===== src/rtl/logic_unit_serial_pkg.sv =====
// Shared types for the serial bitwise logic unit: operation codes, FSM states
// and the slice-index width helper.
package logic_unit_serial_pkg;

   typedef enum logic [2:0] {
      OP_NOT  = 3'b000,
      OP_AND  = 3'b001,
      OP_OR   = 3'b010,
      OP_XOR  = 3'b011,
      OP_NOR  = 3'b100,
      OP_NAND = 3'b101,
      OP_XNOR = 3'b110,
      OP_PASS = 3'b111
   } op_e;

   typedef enum logic [1:0] {
      ST_IDLE = 2'b00,
      ST_BUSY = 2'b01,
      ST_DONE = 2'b10
   } state_e;

   // Slice index needs at least one bit even when there is a single slice.
   function automatic int unsigned idx_width(input int unsigned nsl);
      return (nsl > 1) ? $clog2(nsl) : 1;
   endfunction

endpackage


===== src/rtl/logic_unit_serial_if.sv =====
// Request/response bundle between an issuer (master) and the serial logic unit (slave).
interface logic_unit_serial_if
   import logic_unit_serial_pkg::*;
#(
   parameter int unsigned WIDTH = 32
);
   logic             start;
   op_e              op;
   logic [WIDTH-1:0] a;
   logic [WIDTH-1:0] b;
   logic             busy;
   logic             done;
   logic [WIDTH-1:0] result;
   logic             zero;

   modport master (output start, op, a, b, input busy, done, result, zero);
   modport slave  (input start, op, a, b, output busy, done, result, zero);
endinterface


===== src/rtl/logic_unit_serial_slice.sv =====
// One slice of the bitwise datapath: per-bit gate primitives, then an op-selected mux.
module logic_unit_serial_slice
   import logic_unit_serial_pkg::*;
#(
   parameter int unsigned W = 8
) (
   input  op_e          op_i,
   input  logic [W-1:0] a_i,
   input  logic [W-1:0] b_i,
   output logic [W-1:0] y_o
);
   logic [W-1:0] not_c, and_c, or_c, xor_c, nor_c, nand_c, xnor_c;

   for (genvar i = 0; i < W; i++) begin : g_bit
      not  u_not  (not_c[i],  a_i[i]);
      and  u_and  (and_c[i],  a_i[i], b_i[i]);
      or   u_or   (or_c[i],   a_i[i], b_i[i]);
      xor  u_xor  (xor_c[i],  a_i[i], b_i[i]);
      nor  u_nor  (nor_c[i],  a_i[i], b_i[i]);
      nand u_nand (nand_c[i], a_i[i], b_i[i]);
      xnor u_xnor (xnor_c[i], a_i[i], b_i[i]);
   end

   always_comb begin
      y_o = a_i;
      case (op_i)
         OP_NOT:  y_o = not_c;
         OP_AND:  y_o = and_c;
         OP_OR:   y_o = or_c;
         OP_XOR:  y_o = xor_c;
         OP_NOR:  y_o = nor_c;
         OP_NAND: y_o = nand_c;
         OP_XNOR: y_o = xnor_c;
         OP_PASS: y_o = a_i;
         default: y_o = a_i;
      endcase
   end
endmodule


===== src/rtl/logic_unit_serial.sv =====
// Multi-cycle bitwise logic unit: latches operands on start, evaluates SLICE bits per
// cycle LSB-first through a single shared slice, then registers result/zero with a done pulse.
module logic_unit_serial
   import logic_unit_serial_pkg::*;
#(
   parameter int unsigned WIDTH = 32,
   parameter int unsigned SLICE = 8
) (
   input logic               clk,
   input logic               rst,
   logic_unit_serial_if.slave bus
);
   localparam int unsigned NSL   = WIDTH / SLICE;
   localparam int unsigned IDX_W = idx_width(NSL);
   localparam logic [IDX_W-1:0] LAST_IDX = IDX_W'(NSL - 1);

   state_e           state_q;
   logic [IDX_W-1:0] idx_q;
   op_e              op_q;
   logic [WIDTH-1:0] a_q, b_q, acc_q, result_q;
   logic             zero_q, busy_q, done_q;

   logic [SLICE-1:0] slice_a_c, slice_b_c, slice_y_c;
   logic [WIDTH-1:0] acc_d;

   // Operand slice select and accumulator merge for the current index.
   always_comb begin
      slice_a_c = a_q[idx_q*SLICE +: SLICE];
      slice_b_c = b_q[idx_q*SLICE +: SLICE];
      acc_d     = acc_q;
      acc_d[idx_q*SLICE +: SLICE] = slice_y_c;
   end

   logic_unit_serial_slice #(.W(SLICE)) u_slice (
      .op_i (op_q),
      .a_i  (slice_a_c),
      .b_i  (slice_b_c),
      .y_o  (slice_y_c)
   );

   always_ff @(posedge clk or posedge rst) begin
      if (rst) begin
         state_q  <= ST_IDLE;
         idx_q    <= '0;
         op_q     <= OP_NOT;
         a_q      <= '0;
         b_q      <= '0;
         acc_q    <= '0;
         result_q <= '0;
         zero_q   <= 1'b0;
         busy_q   <= 1'b0;
         done_q   <= 1'b0;
      end else begin
         done_q <= 1'b0;
         case (state_q)
            ST_IDLE, ST_DONE: begin
               busy_q <= 1'b0;
               if (bus.start) begin
                  state_q <= ST_BUSY;
                  busy_q  <= 1'b1;
                  idx_q   <= '0;
                  op_q    <= bus.op;
                  a_q     <= bus.a;
                  b_q     <= bus.b;
               end else begin
                  state_q <= ST_IDLE;
               end
            end
            ST_BUSY: begin
               acc_q <= acc_d;
               if (idx_q == LAST_IDX) begin
                  // Last slice lands in result on the same edge it is computed.
                  state_q  <= ST_DONE;
                  busy_q   <= 1'b0;
                  done_q   <= 1'b1;
                  idx_q    <= '0;
                  result_q <= acc_d;
                  zero_q   <= (acc_d == '0);
               end else begin
                  idx_q <= idx_q + IDX_W'(1);
               end
            end
            default: begin
               state_q <= ST_IDLE;
               busy_q  <= 1'b0;
               idx_q   <= '0;
            end
         endcase
      end
   end

   assign bus.busy   = busy_q;
   assign bus.done   = done_q;
   assign bus.result = result_q;
   assign bus.zero   = zero_q;
endmodule

===== src/flat_wrapper.sv =====
// flat-port wrapper written by rule: the top's interface ports become plain ports
module logic_unit_serial_flat import logic_unit_serial_pkg::*;
#(
   parameter int unsigned WIDTH = 32,
   parameter int unsigned SLICE = 8
)
  (clk, rst, bus_start, bus_op, bus_a, bus_b, bus_busy, bus_done, bus_result, bus_zero);
  logic_unit_serial_if #(.WIDTH(WIDTH)) bus_i ();
  input logic clk;
  input logic rst;
  input wire logic [$bits(bus_i.start)-1:0] bus_start;
  input wire logic [$bits(bus_i.op)-1:0] bus_op;
  input wire logic [$bits(bus_i.a)-1:0] bus_a;
  input wire logic [$bits(bus_i.b)-1:0] bus_b;
  output wire logic [$bits(bus_i.busy)-1:0] bus_busy;
  output wire logic [$bits(bus_i.done)-1:0] bus_done;
  output wire logic [$bits(bus_i.result)-1:0] bus_result;
  output wire logic [$bits(bus_i.zero)-1:0] bus_zero;
  assign bus_i.start = bus_start;
  assign bus_i.op = bus_op;
  assign bus_i.a = bus_a;
  assign bus_i.b = bus_b;
  assign bus_busy = bus_i.busy;
  assign bus_done = bus_i.done;
  assign bus_result = bus_i.result;
  assign bus_zero = bus_i.zero;
  logic_unit_serial #(.WIDTH(WIDTH), .SLICE(SLICE)) u_core (.clk(clk), .rst(rst), .bus(bus_i));
endmodule

===== config.mk =====
export PLATFORM = sky130hd
export DESIGN_NAME = logic_unit_serial_flat
export DESIGN_NICKNAME = d
export VERILOG_FILES = /design/src/rtl/logic_unit_serial_pkg.sv /design/src/rtl/logic_unit_serial_if.sv /design/src/rtl/logic_unit_serial_slice.sv /design/src/rtl/logic_unit_serial.sv /design/src/flat_wrapper.sv
export SDC_FILE = /design/constraint.sdc
export NUM_CORES = 1
export LEC_CHECK = 0
export CAP_MARGIN = 20
export CORE_MARGIN = 4
export CORE_UTILIZATION = 55
export CTS_CLUSTER_DIAMETER = 40
export DETAILED_ROUTE_END_ITERATION = 8
export GPL_ROUTABILITY_DRIVEN = 0
export PLACE_DENSITY = 0.81
export REMOVE_ABC_BUFFERS = 1
export SYNTH_ARGS = -nofsm -noshare
export SYNTH_HDL_FRONTEND = slang
export SYNTH_HIERARCHICAL = 1
export SYNTH_SLANG_ARGS = --single-unit
export TNS_END_PERCENT = 50

===== constraint.sdc =====
create_clock -name clk -period 6.65 [get_ports clk]
set_input_delay 0.665 -clock clk [delete_from_list [all_inputs] [get_ports clk]]
set_output_delay 0.665 -clock clk [all_outputs]
set_load 0.01 [all_outputs]

**After elaboration in Yosys (flattened, before gate mapping)**

Cells that the tools add are included.

- Bits of input ports: 70
- Word-level logic and storage cells: 103
- Output and inout bits: 35
- Register bits: 138

- Equal/unequal tests: 12
- Shifts and indexed selects: 4
- $add $sub $neg: 2
- Bitwise logic cells: 56
- Multiplexer cells: 13
- Reduce and logical (&&, ||, !) cells: 6

Operators with widths:

| cell | count |
|---|---|
| $pmux W8 S8 | 1 |
| $shiftx A32 B6 Y8 | 2 |
| $neg A5 Y34 | 1 |
| $shift A8 B34 Y32 const A | 1 |
| $shiftx A8 B34 Y32 | 1 |
| $bwmux W32 | 1 |
| $logic_not A32 Y1 | 1 |
| $not A1 Y1 | 24 |
| $eq A3 B3 Y1 const B | 4 |
| $and A1 B1 Y1 | 8 |
| $or A1 B1 Y1 | 8 |
| $pmux W2 S2 | 2 |
| $xnor A1 B1 Y1 | 8 |
| $xor A1 B1 Y1 | 8 |
| $eq A3 B2 Y1 const B | 2 |
| $mux W2 | 3 |
| $mux W1 | 5 |
| $eq A2 B2 Y1 const B | 2 |
| $reduce_and A2 Y1 | 2 |
| $eq A3 B1 Y1 const B | 1 |
| $logic_not A3 Y1 | 1 |
| $add A2 B1 Y2 const B | 1 |
| $eq A2 B1 Y1 const B | 1 |
| $logic_not A2 Y1 | 1 |
| 4 further kinds | 4 |

**Depth between registers and ports, before layout**

Gate-level depths: netlist of the first run.

- Word-level depth: 7
- Depth in mapped cells: 15
- Gate-level depth less buffers: 12

**Hierarchy**

The synthesis of the first run kept the hierarchy.

Modules (own cells, without submodules):

| module | times used | sequential area each (µm²) | cells an instance | area each (µm²) |
|---|---|---|---|---|
| logic_unit_serial | 1 | 3,453.3 | 488 | 6,145.9 |
| logic_unit_serial_slice | 1 | 0.0 | 116 | 812.0 |

**Worst setup path after synthesis of the first run**

Ideal clock, no wire load.

- Path kind: register -> register
- From: register u_core.idx_q[0]
- To: register u_core.zero_q, in the netlist u_core/bus.zero
- Buffers on the path: 3
- Library setup time: 0.104 ns
- Clock period less this slack: 3.781 ns
- Setup slack: 2.869 ns
- Data required time: 6.546 ns
- Arrival: 3.678 ns
- Cell stages (with the launch flop): 16
- Path through: dfrtp_1 -> buf_2 -> buf_2 -> mux4_2 -> inv_1 -> ha_1 -> mux2_2 -> o211ai_1 -> o221a_2 -> a21oi_1 -> buf_4 -> or4_1 -> and4_4 -> nor4_4 -> o2111ai_1 -> o41ai_2

- Word-level cells in the longest chain between the ends: 7
- Elaborated cells on any way between the ends: 66
- Those cells by class: add/sub (1); eq/ne (1); shift (4); mux (2); bitwise (56); reduce/logical (2)

Ends and longest elaborated chain:

| element | line | RTL |
|---|---|---|
| start: declaration | logic_unit_serial.sv:18 | `logic [IDX_W-1:0] idx_q;` |
| start signal: assignment | logic_unit_serial.sv:80 | `idx_q <= idx_q + IDX_W'(1);` |
| $shiftx A32 B6 Y8 (*) | logic_unit_serial.sv:28 | `slice_a_c = a_q[idx_q*SLICE +: SLICE];` |
| net u_core.slice_a_c[0] | logic_unit_serial.sv:23 | `logic [SLICE-1:0] slice_a_c, slice_b_c, slice_y_c;` |
| $and A1 B1 Y1 / $or A1 B1 Y1 (equally long branches) | - |  |
| $not A1 Y1 (on tied branches) | logic_unit_serial_slice.sv:20, logic_unit_serial_slice.sv:19 |  |
| $pmux W8 S8 (*) | logic_unit_serial_slice.sv:26 | `case (op_i)` |
| net u_core.slice_y_c[0] | logic_unit_serial.sv:23 |  |
| $shiftx A8 B34 Y32 (*) | logic_unit_serial.sv:31 | `acc_d[idx_q*SLICE +: SLICE] = slice_y_c;` |
| $bwmux W32 (*) | logic_unit_serial.sv:31 |  |
| $logic_not A32 Y1 (*) | logic_unit_serial.sv:78 | `zero_q <= (acc_d == '0);` |
| end signal: assignment | logic_unit_serial.sv:78 |  |
| end: declaration | logic_unit_serial.sv:21 | `logic zero_q, busy_q, done_q;` |

The timed path passes the listed nets; every way through them passes the cells marked *.
A chain may end at the register's enable or synchronous reset.

**Worst setup path in the final report of the first run**

Same ends and word-level chain as after synthesis.

==> results of run 1 <==
## worst register-to-register path, delay by kind of cell, from the launching register on
family	cells	cell delay, ns
adder cells (fa/ha/maj)	1	0.25
flip-flops	1	0.88
AO/OA/AOI/OAI	5	1.14
multiplexers	2	1.08
buffers and inverters	2	0.45
AND/OR/NAND/NOR	3	0.54
## Yosys cell counts, types with 18 or more instances
library cell / count / share of area (%)
inv_1: 25 / 1.3
a22o_1: 27 / 3.4
mux4_2: 18 / 5.8
ha_1: 22 / 4.0
nand2_1: 43 / 2.3
nor2_1: 27 / 1.5
a21oi_1: 43 / 3.1
mux2_2: 69 / 11
nor2b_1: 29 / 2.6
dfrtp_1: 138 / 50
clkbuf_1: 20 / 1.1
o21ai_0: 34 / 2.4
## metrics by stage
| step | cell area (µm²) | instances |
|---|---|---|
| global placement | 8009 | 836 |
| detailed placement | 8009 | 836 |
| global route | 8625 | 867 |
| CTS | 8625 | 867 |
| finish | 8625 | 867 |
| floorplan | 6715 | 560 |
## worst max path at each step
stage / startpoint / endpoint / cells after the start
floorplan: rst / u_core/a_q[0]$_DFFE_PP0P_ / 1
global placement: u_core/idx_q[0]$_DFFE_PP0P_ / u_core/bus.zero$_DFFE_PP0P_ / 13
detailed placement: u_core/idx_q[0]$_DFFE_PP0P_ / u_core/bus.zero$_DFFE_PP0P_ / 13
CTS: u_core/idx_q[0]$_DFFE_PP0P_ / u_core/bus.zero$_DFFE_PP0P_ / 13
global route: u_core/idx_q[0]$_DFFE_PP0P_ / u_core/bus.zero$_DFFE_PP0P_ / 13
finish: u_core/idx_q[0]$_DFFE_PP0P_ / u_core/bus.zero$_DFFE_PP0P_ / 13
## power by group through the flow
stage	logic, mW	registers (mW)	clock network, mW
floorplan	1.61	1.48	0
finish	2.36	1.53	0.972
global placement	2.18	1.52	0
CTS	2.33	1.54	0.986
detailed placement	2.31	1.55	0
global route	2.57	1.59	1.03
## registers in the layout, summed over array words and instances, names as in the netlist
signal             flops
u_core/b_q            32
u_core/acc_q          32
u_core/idx_q           2
u_core/state_q         2
u_core/op_q            3
u_core/bus.done        1
u_core/a_q            32
u_core/bus.result     32
u_core/bus.zero        1
u_core/bus.busy        1
## kinds of logic (layout without fill, tap and decap cells)
group | after synthesis | count (layout) | synth area share [%]
AND/OR/NAND/NOR | 140 | 140 | 10.66
buffers and inverters | 71 | 166 | 4.945
flip-flops | 138 | 138 | 49.63
AO/OA/AOI/OAI | 146 | 146 | 13.81
adder cells (fa/ha/maj) | 22 | 22 | 3.956
multiplexers | 87 | 87 | 16.99
## routing by layer
| layer | global-route usage [%] | vias to the layer above | part of all wire [%] |
|---|---|---|---|
| met1 | 27.79 | 2481 | 41 |
| met4 | 7.790 | 0 | 1.9 |
| li1 | - | 2322 | - |
| met5 | 0 | - | 0 |
| met3 | 6.127 | 28 | 5.5 |
| met2 | 39.50 | 176 | 52 |
## final cells by class
class	count	area (µm²)	share of cell area, %
inverters	27	106.4	1.233
clock inverters	6	110.1	1.277
flip-flops and latches	138	3453	40.04
multi-input cells	395	3168	36.73
well taps	168	210.2	2.437
repair buffers	108	1071	12.42
clock buffers	25	505.5	5.861
==> results.yml, run 1 <==
cells_and_area:
  layout_commonest_cell: "dfrtp_1"
  fin_nets: 779
  final_cell_mix: "dfrtp_1, clkdlybuf4s50_1, mux2_2, a21oi_1, nand2_1"
  drive_above_1_share_pct: 19.74
  diodes: 0
  area.growth.synth_to_final_pct: 23.95
  utilization_pct: 70.63
  fillCellCount: 904
cts:
  clk_pin_slew_worst_paths_ns: 0.05
  cts.sinks: 138
  cts_inserted_buffers: 17
  cts_hold_buf: 0
  cts_tree: "done"
  h-tree-depth: 4
  cts_resized: 0
  root_buffer: "clkbuf_16"
  clock_latency_ns: 0.41
  cts_setup_buffers: 0
  ctsLongestPathBuffers: 2
critical_path:
  timing.rr.start: "u_core/idx_q[0]$_DFFE_PP0P_"
  crit_path_max_fanout: 14
  max_stage_delay_ns: 0.88
  cp-end-kind: "register"
  critical_path_class: "reg -> reg"
  timing.critical_path.max_delay_family: "compound AO/OA/AOI/OAI gates"
  cp_slowest_cell: "dfrtp_1"
  worstPathArrival_ns: 4.75
  reg2reg_depth: 13
  critPathBufInv: 2
  worstPathRequired_ns: 6.94
  r2r_end: "u_core/bus.zero$_DFFE_PP0P_"
  rrSetupSlack_ns: 2.19
  crit_chain: "buf_4, mux4_2, inv_1, ha_1, nor2_1, a21oi_2, mux4_2, a21oi_1, nor4_1, nand2b_1, a21oi_1, o2111ai_1, o41ai_2"
  worstSetupStartpointType: "register"
sta:
  tightest_slew_ns: 1.198
  setup_violations: 0
  tns_ns: 0
  hold_violations: 0
  timing.slew.headroom_pct: 20.15
  fmax_mhz: 224.0
  min_period_ns: 4.464
  skew_ns: 0.007913
  finalMaxSlewViolations: 0
  timing.final.ws_setup_ns: 2.186
  hold_slack_ns: 0.4760
  rsz0062_at_grt: "no"
  timing.final.crit_share_pct: 67.13
run:
  cap_violations: 0
routing:
  finalWirelength_mm: 15.55
  ant_nets: 0
  dr.pass1.iters: 5
  via_count: 5007
  drt-initial-drc-count: 373
  avgRoutedWirePerCell_um: 17.94
  avgViaCountPerCell: 5.775
  drc: 0
yosys:
  synthArstFlopShare_pct: 100.0
  yosys_warnings: 6
  ys_ff_latch: 138
  synth_edf_count: 0
  synth_area_per_cell_um2: 11.52
  ys_types: 53
  syn_area_um2: 6958
  synth_cells: 604
  synth_ff_type: "dfrtp_1"
  ys_seq_area_share_pct: 49.63
pwr:
  p_leak_nw: 3.710
  p_total_mw: 4.863
  irDropWorstVdd_mv: 0.2521
  pwr-share-seq_pct: 31.5
  p_per_area_nw_per_um2: 563.9
  netSwitchingFraction_pct: 39.44
  combPwrFrac_pct: 48.5
  clock_power_share_pct: 20.0
  p_switching_mw: 1.918
  intPower_mw: 2.945
die:
  core_area_um2: 12210
  boundaryPins: 105
  dieWidth_um: 120.5
  dieArea_um2: 14510
  die_h_um: 120.5
  row_count: 40
  initial_utilization_pct: 56.98
global_routing:
  grt-ovfl-total: 0
  grt_max_degree: 74
  antenna_found_initial: 0
  grt_first_pass_wirelength_mm: 26.39
  track_usage_pct: 22.87
  grt_pass1_vias: 5395
hold_path:
  hold_end: "u_core/bus.result[10]$_DFFE_PP0P_"
  hold_class: "reg -> reg"
  whs_path_depth: 2
  hold_start: "u_core/bus.result[10]$_DFFE_PP0P_"
placement:
  place_ws_ns: 2.287
  dp_hpwl_mm: 10.61
  portBuffers: 104
outcome:
  status: "finished, final reports clean"
No activity file was read; power rests on OpenSTA's default activity.
==> inputs of run 2 (changes only) <==
Settings changed: CORE_UTILIZATION 55 to 49, PLACE_DENSITY 0.81 to 0.76.
Clock period 6.65 ns to 4 ns, I/O delays scaled along.
==> results.yml, run 2 (same netlist as run 1, synthesis figures left out) <==
outcome:
  status: "finished, final reports clean"
die:
  dieArea_um2: 16170
  core_area_um2: 13880
  row_count: 43
  initial_utilization_pct: 50.13
  dieWidth_um: 127.2
  die_h_um: 127.2
  boundaryPins: 105
cts:
  cts_hold_buf: 0
  h-tree-depth: 4
  cts_inserted_buffers: 17
  clk_pin_slew_worst_paths_ns: 0.06
  cts_tree: "done"
  ctsLongestPathBuffers: 2
  root_buffer: "clkbuf_16"
  cts_setup_buffers: 0
  cts_resized: 0
  clock_latency_ns: 0.42
  cts.sinks: 138
critical_path:
  worstPathRequired_ns: 4.31
  worstSetupStartpointType: "register"
  max_stage_delay_ns: 0.63
  cp-end-kind: "register"
  crit_path_max_fanout: 9
  crit_chain: "mux4_2, inv_1, ha_1, mux2_2, o211ai_1, o221a_2, a21oi_1, or4_1, and4_4, nor4_4, o2111ai_1, o41ai_2"
  critical_path_class: "reg -> reg"
  cp_slowest_cell: "dfrtp_1"
  worstPathArrival_ns: 3.90
sta:
  finalMaxSlewViolations: 0
  hold_slack_ns: 0.4808
  timing.final.crit_share_pct: 89.74
  setup_violations: 0
  fmax_mhz: 278.6
  tightest_slew_ns: 0.8460
  rsz0062_at_grt: "no"
  min_period_ns: 3.590
  skew_ns: 0.007388
  hold_violations: 0
  timing.slew.headroom_pct: 43.60
cells_and_area:
  utilization_pct: 62.70
  diodes: 0
  area.growth.synth_to_final_pct: 25.09
  drive_above_1_share_pct: 21.13
  layout_commonest_cell: "dfrtp_1"
  fin_nets: 789
  layout.cells.non_filler: 890
  final_cell_mix: "dfrtp_1, clkdlybuf4s50_1, mux2_2, a21oi_1, nand2_1"
placement:
  dp_cells: 858
  dp_hpwl_mm: 10.70
  portBuffers: 104
routing:
  topRoutingLayerUsed: "met4"
  dr.pass1.iters: 8
  wl_met2_mm: 7.458
  avgRoutedWirePerCell_um: 17.24
  ant_nets: 0
  drt-initial-drc-count: 365
  avgViaCountPerCell: 5.699
  via_count: 5072
  finalWirelength_mm: 15.34
  wl_met3_um: 977
  routedLengthMet1_mm: 6.617
  drc: 0
pwr:
  irDropWorstVdd_mv: 0.4091
  p_per_area_nw_per_um2: 934.5
  p_total_mw: 8.133
  p_leak_nw: 3.749
global_routing:
  grt_pass1_vias: 5176
  antenna_found_initial: 0
  grt-ovfl-total: 0
  track_usage_pct: 19.89
  grt_max_degree: 96
  grt_first_pass_wirelength_mm: 25.86
run:
  cap_violations: 0
hold_path:
  hold_class: "reg -> reg"
## run 2: cell types whose count changed in the layout (fill, tap and decap cells not counted), sizes merged
cell / delta
inv: +1
clkbuf: -4
clkinv: +2
clkinvlp: +2
buf: +10
## run 2: layout make-up
| cell class | count | area, µm² |
|---|---|---|
| Fill cell | 1071 | 5177 |
| Sequential cell | 138 | 3453 |
| Multi-Input combinational cell | 395 | 3168 |
| Timing Repair Buffer | 118 | 1146 |
| Clock buffer | 21 | 460.4 |
| Tap cell | 180 | 225.2 |
| Clock inverter | 11 | 143.9 |
| Inverter | 27 | 106.4 |
## run 2: per-stage QoR
stage                     TNS, ns  setup slack, ns  cell area, µm²
after floorplan            -15.29         -0.09616            6715
after global placement          0           0.5057            8099
after detailed placement        0           0.4080            8099
after CTS                       0           0.3835            8703
after global routing            0           0.1874            8703
final                           0           0.4103            8703
## run 2: critical path, delay by kind of cell, from the launching register on
family / cells / cell delay (ns)
multiplexers: 2 / 0.89
AO/OA/AOI/OAI: 5 / 0.83
AND/OR/NAND/NOR: 3 / 0.82
flip-flops: 1 / 0.63
adder cells (fa/ha/maj): 1 / 0.23
buffers and inverters: 1 / 0.08
## run 2: final timing paths
check | from | endpoint | slack (ns) | cells after the start
hold reg to reg | u_core/bus.result[1]$_DFFE_PP0P_ | u_core/bus.result[1]$_DFFE_PP0P_ | 0.48 | 2
setup / recovery | u_core/idx_q[0]$_DFFE_PP0P_ | u_core/bus.zero$_DFFE_PP0P_ | 0.41 | 12
min in group asynchronous | rst | u_core/bus.result[25]$_DFFE_PP0P_ | 0.52 | 2
setup reg to reg | u_core/idx_q[0]$_DFFE_PP0P_ | u_core/bus.zero$_DFFE_PP0P_ | 0.41 | 12
max in group asynchronous | rst | u_core/b_q[5]$_DFFE_PP0P_ | 2.60 | 3
hold / removal | u_core/bus.result[1]$_DFFE_PP0P_ | u_core/bus.result[1]$_DFFE_PP0P_ | 0.48 | 2
## run 2: power by group
part | switching [mW] | total [mW] | internal, mW
sequential | 0.469 | 2.48 | 2.01
clock | 0.579 | 1.59 | 1.01
combinational | 2.12 | 4.06 | 1.94
total | 3.17 | 8.13 | 4.97
## run 2: per-layer routing
layer	vias to the layer above	track usage (%)
met3	27	5.435
met5	-	0
met4	0	6.498
met2	185	32.13
li1	2352	-
met1	2508	26.26
